===== src/rtl/rms_square_accumulator.sv =====
// rms_square_accumulator: squares signed samples and emits the sum of each 2^BUF_BIT_W-sample window
module rms_square_accumulator #(
    parameter int DATA_W    = 16,
    parameter int BUF_BIT_W = 8
) (
    input  logic                            clk,
    input  logic                            rst,
    input  logic                            clr,
    input  logic [DATA_W-1:0]               sample_i,
    input  logic                            sample_valid_i,
    output logic [2*DATA_W+BUF_BIT_W-1:0]   sum_o,
    output logic                            sum_update_o,
    output logic [BUF_BIT_W-1:0]            count_o
);
    localparam int SQ_W  = 2 * DATA_W;
    localparam int SUM_W = SQ_W + BUF_BIT_W;

    logic              clear;
    logic [SQ_W-1:0]   s_ext;
    logic [SQ_W-1:0]   sq_r;
    logic              sq_v;
    logic [SUM_W-1:0]  acc;
    logic [SUM_W-1:0]  acc_next;
    logic [BUF_BIT_W-1:0] cnt;

    // The low 2*DATA_W bits of the sign-extended product equal the signed square,
    // which is always non-negative and fits unsigned in 2*DATA_W bits.
    assign clear    = rst | clr;
    assign s_ext    = {{DATA_W{sample_i[DATA_W-1]}}, sample_i};
    assign acc_next = acc + {{BUF_BIT_W{1'b0}}, sq_r};
    assign count_o  = cnt;

    // Stage 1: register the square of each accepted sample
    always_ff @(posedge clk) begin
        if (clear) begin
            sq_r <= '0;
            sq_v <= 1'b0;
        end else begin
            sq_v <= sample_valid_i;
            if (sample_valid_i) sq_r <= s_ext * s_ext;
        end
    end

    // Stage 2: accumulate squares and publish the total when the window closes
    always_ff @(posedge clk) begin
        if (clear) begin
            acc          <= '0;
            cnt          <= '0;
            sum_o        <= '0;
            sum_update_o <= 1'b0;
        end else begin
            sum_update_o <= 1'b0;
            if (sq_v) begin
                if (cnt == '1) begin
                    sum_o        <= acc_next;
                    sum_update_o <= 1'b1;
                    acc          <= '0;
                    cnt          <= '0;
                end else begin
                    acc <= acc_next;
                    cnt <= cnt + 1'b1;
                end
            end
        end
    end
endmodule


===== config.mk =====
export PLATFORM = sky130hd
export DESIGN_NAME = rms_square_accumulator
export DESIGN_NICKNAME = d
export VERILOG_FILES = /design/src/rtl/rms_square_accumulator.sv
export SDC_FILE = /design/constraint.sdc
export NUM_CORES = 1
export LEC_CHECK = 0
export BUFFER_PORTS_ARGS = -buffer_cell sky130_fd_sc_hd__buf_4
export CORE_ASPECT_RATIO = 1.4
export CORE_UTILIZATION = 50
export CTS_CLUSTER_SIZE = 14
export DETAILED_ROUTE_END_ITERATION = 8
export PLACE_DENSITY = 0.67
export SLEW_MARGIN = 20
export SYNTH_ARGS = -nofsm -noshare
export SYNTH_HDL_FRONTEND = slang
export SYNTH_SLANG_ARGS = --single-unit

===== constraint.sdc =====
create_clock -name clk -period 10.25 [get_ports clk]
set_clock_uncertainty 0.05 [all_clocks]
set_input_delay 0.5125 -clock clk [delete_from_list [all_inputs] [get_ports clk]]
set_output_delay 0.5125 -clock clk [all_outputs]
set_load 0.01 [all_outputs]

==> out/results.ini, run 1 <==
[status]
status=finished, final reports clean

[floorplanning]
rows=75
fp.dieH_um=208
fp.dieW_um=149
boundaryPins=69
core_area_um2=29800
die_area_um2=31000
start_util=0.507

[clocking]
ctsHtreeMaxLevel=4
root_buffer=clkbuf_16
clkTransAtPathRegs_ps=60
postCtsResizedCells=0
cts.sinks=121
postCtsSetupBuffers=0
cts_tree=built
cts_buffer_depth=2
ctsHoldBuffers=0
worstSkewPairLatency_ps=420
numCtsBuffers=17

[worst_setup_path]
worst_r2r_path_depth=11
critPathMaxFanout=12
cp-end-kind=flop
cp_data_required_time_ps=10500
worstSetupPathType=input pin to flop
cp.arrival_ps=6730
crit_top_cell=fa_1
start_kind=input pin
crit_slowest_cell=fa_1
cp_slowest_stage_delay_ps=530
worstPathCellList=buf_4, clkinv_1, nor2_1, ha_1, xor2_1, fa_1, fa_1, inv_1, fa_1, fa_1, inv_1, fa_1, inv_1, ha_1, a21o_1, a21o_1, a221oi_1, nand3_1, o21ai_1, nand2b_1, nor3_1, or3_1, a32o_1

[logic_synthesis]
synth.distinct_cells=73
ys_warn_count=0
ys_seq_area_frac=0.160
synth_cells=1734
synth-edff-count=0
syn_area_per_cell_um2=8.73
ys.flop_type=dfxtp_1
netlist_area_um2=15100
synthArstFlopShare=0
ys_ff_latch=121
syn_nets=2113

[route]
drt_iter0_drc=432
first_pass_iters=5
routed_wl_mm=34.3
wl_per_cell_um=15.9
vias=11400
drc=0
drt-vias-per-instance=5.30
drtAntennaViolNets=0

[sta]
setup_viol=0
fmax_ghz=0.154
rsz0062_at_grt=no
slew_headroom=0.301
slew_violations=0
period_needed_ps=6480
worst_slew_pin_slew_ps=1050
tns_ps=0
hold_violations=0
period_share=0.632

[cells_and_area]
diodes=0
layout.nets=2140
drive_gt1_frac=0.0761
fillerInstances=2778
layout.cells.non_filler=2158
area_growth_pct=9.48

[placed_design]
dpl.hpwl_mm=27.9
gp_congestion=0.929
dp.cells=2127
port_buffers=68

[hold_path]
min_path_cells=2
hp-class=flop to flop

[global_routing]
grt_overflow=0
grt_pass1_wl_mm=58.2
grt_max_degree=98
grt_pass1_vias=12300
grt_util_all_layers=0.235
antenna_found_initial=0

[flow_run]
cap_viol_max_count=0

worst max-delay path, delay by kind of cell:
kind	cells	cell delay [ps]
simple gates	5	1040
compound gates	5	1190
xor+xnor	1	190
buf+inv	5	620
fa+ha+maj	7	3150
cell usage in the layout (no fill, tap or decap), drive strengths merged, types with 14 or more instances in the layout:
cell type,instances
o21bai,14
nand3,21
dfxtp,121
and2,45
xnor2,57
ha,127
clkbuf,17
nand2,169
buf,73
o21ai,46
fa,232
nor2,126
inv,328
a21o,27
xor2,28
mux2i,19
a21oi,113
nor2b,28
metrics by stage:
stage	worst slack, ps	hold slack [ps]	utilization	cell area [um^2]
final	3770	404	0.555	16600
after global routing	3450	423	0.555	16600
after CTS	3750	406	0.555	16600
after detailed placement	3320	398	0.534	15900
after global placement	3390	397	0.534	15900
after floorplan	3760	380	-	15100
per-layer routing:
| metal | share of wire | vias to the layer above | track usage |
|---|---|---|---|
| met2 | 0.52 | 196 | 0.431 |
| met5 | 0 | - | 0 |
| met4 | 0.028 | 0 | 0.0866 |
| li1 | - | 5556 | - |
| met3 | 0.024 | 56 | 0.0213 |
| met1 | 0.43 | 5628 | 0.281 |
registers in the layout, indices dropped and copies added, names as in the netlist:
signal / cells
acc: 40
count_o: 8
sq_r: 31
sq_v: 1
sum_o: 40
sum_update_o: 1
cells in the mapped netlist (11+ instances only):
cell type	count	share of area
a21oi_1	111	0.037
nand4_1	13	0.0054
dfxtp_1	121	0.16
nand3_1	21	0.0069
and2_1	45	0.019
o21ai_0	38	0.013
mux2i_1	19	0.013
nand2b_1	13	0.0054
a211oi_1	11	0.0055
clkbuf_1	57	0.014
a21o_1	27	0.013
xor2_1	28	0.016
nand2_1	168	0.042
o21a_1	13	0.0064
nor2b_1	28	0.012
ha_1	127	0.10
fa_1	232	0.31
xnor2_1	57	0.033
o21bai_1	14	0.0069
nor2_1	126	0.031
inv_1	326	0.081
and3_1	13	0.0054
logic make-up (layout without fill, tap and decap cells):
kind of cell    Yosys count  in the layout  share of synthesized area
fa+ha+maj               359            359                      0.412
compound gates          292            292                      0.126
simple gates            463            463                      0.142
flops                   121            121                      0.160
mux                      19             19                     0.0126
xor+xnor                 85             85                     0.0492
buf+inv                 395            434                     0.0982
final timing paths:
kind                                             from                endpoint  slack [ps]
worst min-delay path            sum_o[7]$_SDFFE_PP0P_   sum_o[7]$_SDFFE_PP0P_         400
worst max register to register   sq_r[0]$_SDFFE_PP0P_  sum_o[28]$_SDFFE_PP0P_        6980
worst min register to register  sum_o[7]$_SDFFE_PP0P_   sum_o[7]$_SDFFE_PP0P_         400
worst max-delay path                      sample_i[3]   sq_r[30]$_SDFFE_PP0P_        3770
layout make-up:
class	count	area (um^2)	share of cell area
Multi-Input combinational cell	1218	11200	0.678
Timing Repair Buffer	73	548	0.0331
Clock inverter	14	223	0.0134
Sequential cell	121	2420	0.146
Clock buffer	17	425	0.0257
Inverter	330	1240	0.0747
Tap cell	385	482	0.0291
Power of run 1 is not shown: default switching activity piles up to over one toggle a cycle in this logic, so the estimate is an artifact.
==> run 2, diff against run 1 <==
- clock period: 10.25 -> 6.3 ns (I/O delays scaled with it)
==> run 2 against run 1 <==
Net effect: first-iteration DRC count increased by 8.1%; utilization increased by 1.3 points; sequential cell count unchanged.
==> out/results.ini, run 2 (synthesis gave the netlist of run 1 again) <==
[status]
status=finished, final reports clean

[worst_setup_path]
worst-path-stages=25
start_kind=input pin
critPathMaxFanout=4
cp.arrival_ps=6120
crit_slowest_cell=fa_1
cp_data_required_time_ps=6560
worst_r2r_path_depth=11
cp_slowest_stage_delay_ps=530
cp-end-kind=flop
crit_top_cell=fa_1
cp-startpoint=sample_i[3]
reg2reg_from=sq_r[0]$_SDFFE_PP0P_
crit_family=adder cells
crit_buf_inv=8
worstSetupPathType=input pin to flop

[sta]
tns_ps=0
slew_violations=0
rsz0062_at_grt=no
period_share=0.930
slew_headroom=0.339
worst_slew_pin_slew_ps=989
setup_viol=0
fmax_ghz=0.171
period_needed_ps=5860
hold_slack_ps=197
hold_violations=0

[floorplanning]
core_area_um2=29800
fp.dieH_um=208
boundaryPins=69
fp.dieW_um=149
die_area_um2=31000
start_util=0.507
rows=75

[cells_and_area]
drive_gt1_frac=0.104
fillerInstances=2743
layout.nets=2195
largestRegisters=acc (40), sum_o (40), sq_r (31)
final_cell_area_um2=17000
final_core_util=0.568
diodes=0
layout_commonest_cell=inv_1
layout_common_cells=326 x inv_1, 232 x fa_1, 168 x nand2_1, 128 x buf_4, 127 x ha_1
area_growth_pct=12.0

[clocking]
root_buffer=clkbuf_16
clkTransAtPathRegs_ps=50
postCtsSetupBuffers=0
ctsHoldBuffers=0
cts.sinks=121
worstSkewPairLatency_ps=420
numCtsBuffers=17
cts_tree=built
ctsHtreeMaxLevel=4
postCtsResizedCells=0
cts_buffer_depth=2

[route]
drtAntennaViolNets=0
first_pass_iters=5
drt-vias-per-instance=5.25
wl_per_cell_um=15.8
drt_iter0_drc=467
routed_wl_mm=35.0
drc=0
vias=11600

[hold_path]
hp-class=input pin to flop
min_path_cells=3
worstHoldStart=sample_i[0]

[placed_design]
dpl_cell_area_um2=16300
dpl.hpwl_mm=29.2
port_buffers=68
gp_congestion=0.917

[global_routing]
antenna_found_initial=0
grt_pass1_wl_mm=59.1
grt_util_all_layers=0.239
grt_max_degree=98
grt_overflow=0
grt_pass1_vias=12400

[flow_run]
cap_viol_max_count=0

## run 2: worst paths after layout
| path | endpoint | slack (ps) |
|---|---|---|
| worst max-delay path | sq_r[30]$_SDFFE_PP0P_ | 440 |
| worst min-delay path | sq_r[0]$_SDFFE_PP0P_ | 200 |
| worst max register to register | sum_o[28]$_SDFFE_PP0P_ | 3080 |
| worst min register to register | sum_o[15]$_SDFFE_PP0P_ | 400 |
## run 2: area by class of cell
type | count | area [um^2] | area share
Multi-Input combinational cell | 1218 | 11200 | 0.663
Clock inverter | 11 | 145 | 0.00856
Tap cell | 385 | 482 | 0.0284
Timing Repair Buffer | 128 | 961 | 0.0567
Sequential cell | 121 | 2420 | 0.143
Clock buffer | 21 | 470 | 0.0277
Inverter | 330 | 1240 | 0.0731
## run 2: metal layers
layer	vias up	track usage	share of wire
li1	5684	-	-
met1	5652	0.276	0.42
met2	237	0.451	0.52
met3	59	0.0277	0.031
met4	0	0.0742	0.023
met5	-	0	0
## run 2: stage by stage
stage / setup slack [ps] / cells
floorplan: 6.57 / 1734
global placement: 13.7 / 2182
detailed placement: -76.4 / 2182
CTS: 374 / 2214
global route: 18.7 / 2214
finish: 441 / 2214
## run 2: worst reg2reg max path: cells and delay by family, from the launching register on
family | cells | cell delay [ps]
flops | 1 | 370
simple gates | 2 | 260
fa+ha+maj | 2 | 400
compound gates | 7 | 2040
Power of run 2 is left out for the same reason.
